==> src/rtl/npc_lsu_pkg.sv <==
// Shared encodings for the load/store unit: access sizes, FSM states, size helper.
package npc_lsu_pkg;
    localparam logic [1:0] SZ_B = 2'd0;
    localparam logic [1:0] SZ_H = 2'd1;
    localparam logic [1:0] SZ_W = 2'd2;
    localparam logic [1:0] SZ_D = 2'd3;

    typedef enum logic [1:0] {ST_IDLE, ST_ACCESS, ST_DONE} state_t;

    function automatic logic [3:0] size_bytes(input logic [1:0] size);
        return 4'd1 << size;
    endfunction
endpackage

==> src/rtl/npc_lsu_align.sv <==
// Byte-lane steering: store mask/data placement and load extraction with extension.
module npc_lsu_align
    import npc_lsu_pkg::*;
#(
    parameter int XLEN = 64
) (
    input  logic [1:0]      i_size,
    input  logic [2:0]      i_off,
    input  logic            i_unsigned,
    input  logic [XLEN-1:0] i_wdata,
    input  logic [XLEN-1:0] i_rdata,
    output logic [7:0]      o_wmask,
    output logic [XLEN-1:0] o_wdata,
    output logic [XLEN-1:0] o_ldata
);
    logic [7:0]      w_lanes;
    logic [XLEN-1:0] w_shr;
    logic            w_sx;

    always_comb begin
        case (i_size)
            SZ_B:    w_lanes = 8'h01;
            SZ_H:    w_lanes = 8'h03;
            SZ_W:    w_lanes = 8'h0F;
            default: w_lanes = 8'hFF;
        endcase
    end

    assign o_wmask = w_lanes << i_off;
    assign o_wdata = i_wdata << {i_off, 3'b000};
    assign w_shr   = i_rdata >> {i_off, 3'b000};
    assign w_sx    = ~i_unsigned;

    always_comb begin
        case (i_size)
            SZ_B:    o_ldata = {{(XLEN-8){w_sx & w_shr[7]}},   w_shr[7:0]};
            SZ_H:    o_ldata = {{(XLEN-16){w_sx & w_shr[15]}}, w_shr[15:0]};
            SZ_W:    o_ldata = {{(XLEN-32){w_sx & w_shr[31]}}, w_shr[31:0]};
            default: o_ldata = w_shr;
        endcase
    end
endmodule

==> src/rtl/npc_lsu.sv <==
// Load/store unit: one request at a time, one aligned 8-byte memory access per request.
module npc_lsu
    import npc_lsu_pkg::*;
#(
    parameter int XLEN = 64,
    parameter int RD_W = 5
) (
    input  logic            clk,
    input  logic            rst,
    input  logic            in_valid,
    output logic            in_ready,
    input  logic            in_store,
    input  logic [1:0]      in_size,
    input  logic            in_unsigned,
    input  logic [XLEN-1:0] in_addr,
    input  logic [XLEN-1:0] in_wdata,
    input  logic [RD_W-1:0] in_rd,
    output logic            out_valid,
    input  logic            out_ready,
    output logic [XLEN-1:0] out_rdata,
    output logic [RD_W-1:0] out_rd,
    output logic            out_misalign,
    output logic [XLEN-1:0] mem_raddr,
    output logic            mem_read,
    output logic [XLEN-1:0] mem_waddr,
    output logic [XLEN-1:0] mem_wdata,
    output logic [7:0]      mem_wmask,
    output logic            mem_write,
    input  logic [XLEN-1:0] mem_rdata
);
    state_t          r_state, w_next;
    logic [XLEN-1:0] r_addr, r_wdata, r_rdata;
    logic [1:0]      r_size;
    logic            r_store, r_uns, r_misalign;
    logic [RD_W-1:0] r_rd;
    logic [3:0]      w_sb;
    logic            w_mis;
    logic [7:0]      w_wmask;
    logic [XLEN-1:0] w_wdata, w_ldata, w_aligned;

    assign w_sb      = size_bytes(in_size);
    assign w_mis     = (in_addr[2:0] & 3'(w_sb - 4'd1)) != 3'd0;
    assign w_aligned = {r_addr[XLEN-1:3], 3'b000};

    npc_lsu_align #(.XLEN(XLEN)) u_align (
        .i_size     (r_size),
        .i_off      (r_addr[2:0]),
        .i_unsigned (r_uns),
        .i_wdata    (r_wdata),
        .i_rdata    (mem_rdata),
        .o_wmask    (w_wmask),
        .o_wdata    (w_wdata),
        .o_ldata    (w_ldata)
    );

    always_ff @(posedge clk or posedge rst) begin
        if (rst) r_state <= ST_IDLE;
        else     r_state <= w_next;
    end

    always_comb begin
        w_next = r_state;
        case (r_state)
            ST_IDLE:   if (in_valid) w_next = w_mis ? ST_DONE : ST_ACCESS;
            ST_ACCESS: w_next = ST_DONE;
            ST_DONE:   if (out_ready) w_next = ST_IDLE;
            default:   w_next = ST_IDLE;
        endcase
    end

    // Request capture, load result capture at the end of ACCESS, misalign flag clear on hand-off.
    always_ff @(posedge clk or posedge rst) begin
        if (rst) begin
            r_addr     <= '0;
            r_wdata    <= '0;
            r_rdata    <= '0;
            r_size     <= SZ_B;
            r_store    <= 1'b0;
            r_uns      <= 1'b0;
            r_misalign <= 1'b0;
            r_rd       <= '0;
        end else begin
            if (r_state == ST_IDLE && in_valid) begin
                r_addr     <= in_addr;
                r_wdata    <= in_wdata;
                r_size     <= in_size;
                r_store    <= in_store;
                r_uns      <= in_unsigned;
                r_rd       <= in_rd;
                r_misalign <= w_mis;
                r_rdata    <= '0;
            end
            if (r_state == ST_ACCESS) r_rdata <= r_store ? '0 : w_ldata;
            if (r_state == ST_DONE && out_ready) r_misalign <= 1'b0;
        end
    end

    always_comb begin
        in_ready     = (r_state == ST_IDLE);
        out_valid    = (r_state == ST_DONE);
        out_rdata    = r_rdata;
        out_rd       = r_rd;
        out_misalign = r_misalign;
        mem_read     = (r_state == ST_ACCESS) && !r_store;
        mem_write    = (r_state == ST_ACCESS) && r_store;
        mem_raddr    = mem_read  ? w_aligned : '0;
        mem_waddr    = mem_write ? w_aligned : '0;
        mem_wdata    = mem_write ? w_wdata   : '0;
        mem_wmask    = mem_write ? w_wmask   : 8'h00;
    end
endmodule

==> config.mk <==
export PLATFORM = sky130hd
export DESIGN_NAME = npc_lsu
export DESIGN_NICKNAME = d
export VERILOG_FILES = /design/src/rtl/npc_lsu_pkg.sv /design/src/rtl/npc_lsu_align.sv /design/src/rtl/npc_lsu.sv
export SDC_FILE = /design/constraint.sdc
export NUM_CORES = 1
export LEC_CHECK = 0
export CAP_MARGIN = 20
export CORE_AREA = 2 2 188 190
export CTS_CLUSTER_SIZE = 10
export DETAILED_ROUTE_END_ITERATION = 8
export DIE_AREA = 0 0 190 192
export MAX_ROUTING_LAYER = met4
export PLACE_DENSITY = 0.83
export SYNTH_ARGS = -nofsm -noshare
export SYNTH_HDL_FRONTEND = slang
export SYNTH_SLANG_ARGS = --single-unit
==> constraint.sdc <==
create_clock -name clk -period 6.05 [get_ports clk]
set_input_delay 0.9075 -clock clk [delete_from_list [all_inputs] [get_ports clk]]
set_output_delay 0.9075 -clock clk [all_outputs]
set_load 0.05 [all_outputs]
[Word-level counts from Yosys, hierarchy flattened]
Index checks and enable logic that the tools add are counted.
Word-level totals
  flip-flop bits (word level): 204
  output and inout bits: 274
  input port bits: 205
  logic and storage cells: 51
Operators by class
  shifts and indexed selects: 4
  reduce and logical (&&, ||, !) cells: 11
  add/sub/neg operators: 1
  mux-type cells: 15
  bitwise operators: 5
  eq/ne operators: 6
Operator list (number)
  $mux 64: 6
  $pmux 64 s3: 1
  $shl 64x6->64: 1
  $shr 64x6->64: 1
  $pmux 8 s3: 1
  $mux 8: 1
  $shl 8x3->8: 1
  $mux 2: 3
  $pmux 2 s3: 1
  $eq 2x1->1 const B: 2
  $eq 2x2->1 const B: 2
  $logic_and 1x1->1: 4
  $logic_not 2->1: 2
  $reduce_bool 2->1: 2
  $and 1x1->1: 3
  $and 3x3->3: 1
  $reduce_bool 3->1: 1
  $shl 1x2->3 const A: 1
  $sub 3x1->3 const B: 1
  $mux 1: 2
  $ne 2x1->1 const B: 1
  $ne 2x2->1 const B: 1
  $reduce_and 2->1: 1
  $logic_not 1->1: 1
  $not 1->1: 1

[Longest topological paths before layout]
Gate-level depths: netlist of the first run.
  depth in word-level cells: 7
  mapped depth: 10
  depth with buffers taken out: 7

[By module]
From an unflattened synthesis of the first run, not the netlist that was laid out.
Unflattened totals
  cell total of the unflattened synthesis: 1274
  area total of the unflattened synthesis: 13223.9 µm²
Modules (own cells, without submodules)
  npc_lsu: times used 1, area each 8833.5 µm², cells an instance 674
  npc_lsu_align: times used 1, area each 4390.5 µm², cells an instance 600

[Worst setup path before layout of the first run]
Ideal clock, no wire load.
  path type: register -> output
  start point: register r_state[0]
  end point: output mem_wdata[33]
  stages on the path, launching flop included: 9
  buffers on the path: 3
  data arrival time: 2.572 ns
  data required time: 5.142 ns
  slack: 2.571 ns
  path through: dfrtp_1 nor2b_1 buf_4 nand2_2 inv_1 buf_2 nand2_1 clkbuf_1 o21ai_0
Between the ends
  longest elaborated chain between the ends: 3
RTL lines
  start: declaration: line npc_lsu.sv:31  | state_t r_state, w_next;
  start signal: assignment: line npc_lsu.sv:58  | else r_state <= w_next;
  $eq 2x1->1: line npc_lsu.sv:105  | mem_write = (r_state == ST_ACCESS) && r_store;
  $logic_and 1x1->1: line npc_lsu.sv:105
  via mem_write: line npc_lsu.sv:28  | output logic mem_write,
  $mux 64: line npc_lsu.sv:108  | mem_wdata = mem_write ? w_wdata : '0;
  end: declaration: line npc_lsu.sv:26  | output logic [XLEN-1:0] mem_wdata,
The timed path passes the listed nets, and every way through them passes these cells.

[Final worst setup path of the first run]
  start point: register r_state[0]
  end point: output mem_wdata[33]
Between the ends
  longest elaborated chain between the ends: 3
RTL lines (line)
  $eq 2x1->1: npc_lsu.sv:105
  $logic_and 1x1->1: npc_lsu.sv:105
  $mux 64: npc_lsu.sv:108
No other way between the ends.

==> flow_metrics.py, run 1 <==
metrics = {
    "sta": {
        "min_period_ps": 4770,
        "finalSetupViolCount": 0,
        "tns_ps": 0,
        "drv_slew": 0,
        "fmax_mhz": 210,
        "worstMarginPinSlew_ps": 984,
        "fin_worst_skew_ps": 22.7,
        "hold_viol": 0,
        "fin_hold_ws_ps": 468,
        "relSlewSlack_pct": 34.4,
        "rsz0062_at_grt": "false",
        "period_share_pct": 78.8,
    },
    "yosys": {
        "syn_inst": 1546,
        "synth-xor-area-share_pct": 0,
        "yosys-top-cells-area": "dfrtp_1, nand2_1, mux2i_1",
        "yosysTopAreaCell": "dfrtp_1",
        "async_reset_ff_share_pct": 100,
        "ys.flop_type": "dfrtp_1",
        "synth_edf_count": 0,
        "yosysTopAreaCellShare_pct": 39.8,
        "synthSimpleGateAreaFrac_pct": 27.9,
        "synth-compound-area-share_pct": 12.5,
        "yosysMostFrequentCell": "nand2_1",
        "synth.area.mux_share_pct": 13.9,
        "yosysWarnings": 0,
        "ys_top_cells_by_count": "nand2_1, dfrtp_1, mux2i_1",
        "synthAdderAreaFrac_pct": 0,
        "synth.distinct_cells": 50,
        "ys_seq_elements": 204,
        "synth_area_um2": 12800,
        "syn_avg_cell_area_um2": 8.30,
        "ys_seq_area_share_pct": 39.8,
        "synth_top_family_by_area": "simple AND/OR/NAND/NOR gates",
    },
    "routing": {
        "drcViolationCount": 0,
        "firstDrtPassIters": 6,
        "drtIter0Drc": 1010,
        "drt-total-wl_um": 50300,
        "drtAntennaViolNets": 0,
        "num_vias": 13000,
        "post_drt_wl_per_cell_um": 20.9,
        "vias_per_cell": 5.38,
    },
    "layout": {
        "multi_input_area_um2": 7020,
        "nFillCells": 3007,
        "final_nets": 2140,
        "final_cell_area_um2": 18500,
        "regArea_um2": 5110,
        "drive_above_1_share_pct": 6.89,
        "synthToLayoutAreaGrowth_pct": 43.8,
        "utilization_pct": 53.8,
    },
    "placement": {
        "dpl_cell_area_um2": 17600,
        "io_buffers": 472,
        "dp_hpwl_um": 36500,
        "place_congestion": 0.987,
    },
    "floorplan": {
        "die_h_um": 192,
        "num_rows": 68,
        "ioPinCount": 479,
        "fp.coreArea_um2": 34300,
        "start_util_pct": 37.4,
        "die_w_um": 190,
        "fp.dieArea_um2": 36500,
    },
    "critical_path": {
        "endpoint_kind": "output port",
        "start_kind": "flop",
        "worstPathArrival_ps": 3860,
        "crit_start": "r_state[0]",
        "worstSetupPathType": "flop to output port",
        "required_ps": 5140,
        "reg2reg_from": "r_addr[2]",
        "crit_fanout": 28,
    },
    "cts": {
        "insertion_delay_ps": 530,
        "clk_transition_reported_paths_ps": 60,
        "ctsResizeCount": 0,
        "cts_root_buf": "clkbuf_16",
        "ctsLongestPathBuffers": 3,
        "cts-htree-levels": 1,
        "cts_buffers": 26,
        "cts_setup_buffers": 0,
        "cts_tree": "done",
        "cts-hold-fix-buffers": 0,
        "clkSinkCount": 204,
    },
    "power": {
        "clkPwrFrac_pct": 21.6,
        "switching_share_pct": 44.2,
        "power_density_nw_per_um2": 383,
        "intPower_uw": 3940,
        "switchingPower_uw": 3130,
        "leakage_uw": 0.00847,
        "seq_power_share_pct": 32.5,
        "vdd_drop_max_mv": 0.223,
        "combPwrFrac_pct": 45.9,
    },
    "hold_path": {
        "hold_start": "out_rdata[45]",
        "hold_class": "flop to flop",
    },
    "run": {
        "max_cap_viol_count": 0,
    },
    "run_status": {
        "status": "completed",
    },
    "grt": {
        "antenna_found_initial": 7,
        "grt_usage_pct": 27.3,
        "grt_overflow": 0,
        "grt_max_degree": 122,
        "grt_pass1_vias": 12700,
        "grt_pass1_wl_um": 75300,
    },
}
-- worst paths after layout --
kind | endpoint | slack [ps] | cells after the start
max in group asynchronous | r_addr[48] | 4070 | 3
worst max-delay path | mem_wdata[33] | 1280 | 7
worst min-delay path | out_rdata[45] | 470 | 2
min in group asynchronous | r_wdata[53] | 810 | 2
worst max register to register | out_rdata[63] | 2550 | 6
worst min register to register | out_rdata[45] | 470 | 2
-- routing by layer --
layer | share of wire, % | GRT usage [%]
met5 | 0 | -
met4 | 4.5 | 11.4
met3 | 8.9 | 5.43
met2 | 48 | 45.1
met1 | 38 | 32.7
-- area by class of cell --
class	count	area share (%)
Antenna cell	7	0.0949
Sequential cell	204	27.7
Clock buffer	34	4.07
Inverter	9	0.203
Tap cell	455	3.08
Timing Repair Buffer	489	26.4
Multi-Input combinational cell	1205	38.0
Clock inverter	4	0.380
-- through the flow --
stage / power [uW] / setup slack, ps / cells
2_1_floorplan: 4470 / 2500 / 1551
3_3_place_gp: 5430 / 1880 / 2361
3_5_place_dp: 5510 / 1860 / 2361
4_1_cts: 7070 / 1280 / 2399
5_1_grt: 7450 / 1060 / 2407
6_report: 7070 / 1280 / 2407
-- cell usage in the layout (no fill, tap or decap), types with 6 or more instances in the layout --
cell type	synthesis	final
mux2i_1	113	113
o21ai_1	7	7
o31ai_1	7	7
nand2_1	516	515
mux2_2	14	14
a211o_1	12	12
nor2_1	88	88
and3_1	77	77
o22ai_1	6	6
nand2b_1	10	10
a211oi_1	29	29
diode_2	0	7
buf_4	19	15
o21ai_0	54	54
dfrtp_1	204	201
nor2b_1	23	22
conb_1	1	6
mux4_2	22	22
a2bb2oi_1	12	12
a21oi_1	58	58
a22oi_1	6	6
and2_1	76	76
clkdlybuf4s50_1	0	472
o21ai_2	21	21
clkbuf_16	0	27
nand3_1	8	8
o22a_1	8	8
-- power by group through the flow --
| stage | Sequential, uW | Combinational [uW] | Clock (uW) |
|---|---|---|---|
| finish | 2300 | 3250 | 1530 |
| global route | 2350 | 3480 | 1620 |
| CTS | 2280 | 3220 | 1560 |
| detailed placement | 2300 | 3210 | 0 |
| global placement | 2280 | 3150 | 0 |
| floorplan | 2340 | 2130 | 0 |
-- cell families after synthesis --
logic type | after synthesis
DFF | 204
buffers and inverters | 142
and+or+nand+nor | 812
muxes | 149
other | 1
AOI/OAI and AO/OA | 238
-- registers in the layout, summed over array words and instances, names as in the netlist, 2 cells and up --
signal and flops:
out_rdata 64, out_rd 5, r_size 2, r_addr 64
r_wdata 64, r_state 2
-- worst max-delay path: stages (launching register included) --
cell             delay, ps
dfrtp_1                450
nor2b_4                390
nand2_2                 80
buf_4                  260
inv_1                  330
nand2_1                390
o21ai_0                540
clkdlybuf4s50_1        900
(Power assumes the default switching activity.)
==> run 2: changes to the inputs <==
- PLACE_DENSITY: 0.83 -> 0.8
- clock period: 6.05 -> 4.4 ns (I/O delays scaled with it)
==> run 2 against run 1 <==
Net effect: first-iteration DRC count increased by 10%; setup slack worse by 930 ps; flip-flop and latch count did not move; critical path depth decreased by 2; worst hold slack got worse by 78 ps; clock power increased by 23%; die area is the same; total power up 36%; combinational power grew 44%; non-clock buffer count is 16 higher; clock skew shrank 10 ps; critical endpoint is now mem_wdata[46].
==> flow_metrics.py, run 2 (synthesized netlist as in run 1, its figures left out) <==
metrics = {
    "run_status": {
        "status": "completed",
    },
    "routing": {
        "vias_per_cell": 5.45,
        "drtIter0Drc": 1113,
        "drt-total-wl_um": 51500,
        "post_drt_wl_per_cell_um": 21.3,
        "num_vias": 13200,
        "firstDrtPassIters": 5,
        "drcViolationCount": 0,
        "drtAntennaViolNets": 0,
    },
    "cts": {
        "cts_setup_buffers": 0,
        "insertion_delay_ps": 530,
        "cts_buffers": 25,
        "ctsLongestPathBuffers": 3,
        "cts_root_buf": "clkbuf_16",
        "clkSinkCount": 204,
        "clk_transition_reported_paths_ps": 60,
        "cts-htree-levels": 1,
        "cts_tree": "done",
    },
    "sta": {
        "fmax_mhz": 247,
        "tns_ps": 0,
        "drv_slew": 0,
        "period_share_pct": 91.9,
        "hold_viol": 0,
        "rsz0062_at_grt": "false",
        "min_period_ps": 4040,
        "worstMarginPinSlew_ps": 1150,
        "fin_worst_skew_ps": 12.3,
        "relSlewSlack_pct": 23.3,
        "finalSetupViolCount": 0,
    },
    "run": {
        "max_cap_viol_count": 0,
    },
    "critical_path": {
        "max_stage_delay_ps": 860,
        "start_kind": "flop",
        "endpoint_kind": "output port",
        "worstPathArrival_ps": 3380,
        "worstSetupPathType": "flop to output port",
        "required_ps": 3740,
        "crit_fanout": 37,
        "crit_slowest_cell": "clkdlybuf4s50_1",
        "path_cells": "inv_2 -> nand2_1 -> o22a_1 -> nor2_1 -> clkdlybuf4s50_1",
    },
    "grt": {
        "grt_pass1_wl_um": 77200,
        "grt_usage_pct": 28.2,
        "grt_pass1_vias": 12900,
        "grt_max_degree": 123,
        "antenna_found_initial": 7,
        "grt_overflow": 0,
    },
    "power": {
        "power_density_nw_per_um2": 510,
        "vdd_drop_max_mv": 0.462,
        "leakage_uw": 0.00874,
    },
    "layout": {
        "synthToLayoutAreaGrowth_pct": 46.9,
        "utilization_pct": 55.0,
        "final_common_cell": "nand2_1",
        "mostFrequentLayoutCells": "nand2_1, clkdlybuf4s50_1, dfrtp_1",
        "final_nets": 2155,
        "drive_above_1_share_pct": 10.4,
    },
    "placement": {
        "io_buffers": 472,
        "place_congestion": 0.913,
        "dp_hpwl_um": 37800,
    },
    "floorplan": {
        "fp.coreArea_um2": 34300,
        "fp.dieArea_um2": 36500,
        "die_h_um": 192,
        "num_rows": 68,
        "start_util_pct": 37.4,
        "die_w_um": 190,
        "ioPinCount": 479,
    },
    "hold_path": {
        "hold_class": "input pin to asynchronous set/reset pin",
    },
}
run 2: path summary, 6_finish.rpt:
check | slack [ps] | from | cells after the start | endpoint
max | 360 | r_addr[1] | 5 | mem_wdata[46]
min | 390 | rst | 2 | r_wdata[45]
max reg2reg | 1090 | r_addr[0] | 6 | out_rdata[18]
min reg2reg | 470 | out_rd[4] | 2 | out_rd[4]
max in group asynchronous | 3070 | rst | 4 | r_addr[54]
min in group clk | 470 | out_rd[4] | 2 | out_rd[4]
run 2: layout make-up:
type	count	area (um^2)
Inverter	9	37.5
Fill cell	3050	15400
Sequential cell	204	5110
Multi-Input combinational cell	1205	7020
Clock inverter	2	13.8
Clock buffer	34	699
Tap cell	455	569
Antenna cell	7	17.5
Timing Repair Buffer	505	5380
run 2: timing repair:
action	4_1_cts	5_1_grt
endpoints found under the setup margin	0	12
resized for setup	0	2
hold buffers	0	0
run 2: where the power goes:
group | internal [uW] | switching, uW | total (uW) | leakage [uW]
clock | 1090 | 794 | 1880 | 0.000351
combinational | 1770 | 2890 | 4670 | 0.00578
sequential | 2430 | 640 | 3070 | 0.00261
total | 5290 | 4330 | 9620 | 0.00874
run 2: per-stage QoR:
stage               area, um^2  total power [uW]  worst slack [ps]  instances  hold WS [ps]
floorplan                12900              6150              1100       1551           441
CTS                      18800              9610              11.1       2413           476
global placement         18100              7600               769       2377           452
detailed placement       18100              7690               599       2377           461
global route             18900             10100               127       2420           422
finish                   18900              9620               357       2421           390
run 2: worst max-delay path, delay by kind of cell, from the launching register on:
kind | cells | cell delay (ps)
flops | 1 | 690
compound gates | 1 | 340
simple gates | 2 | 610
buf+inv | 2 | 1200
run 2: per-layer routing:
layer / vias up / share of wire [%] / track usage, %
met2: 718 / 49 / 46.1
met5: - / 0 / -
met1: 6374 / 39 / 34.6
met4: 0 / 3.7 / 10.6
met3: 107 / 8.7 / 5.43
li1: 5991 / - / -
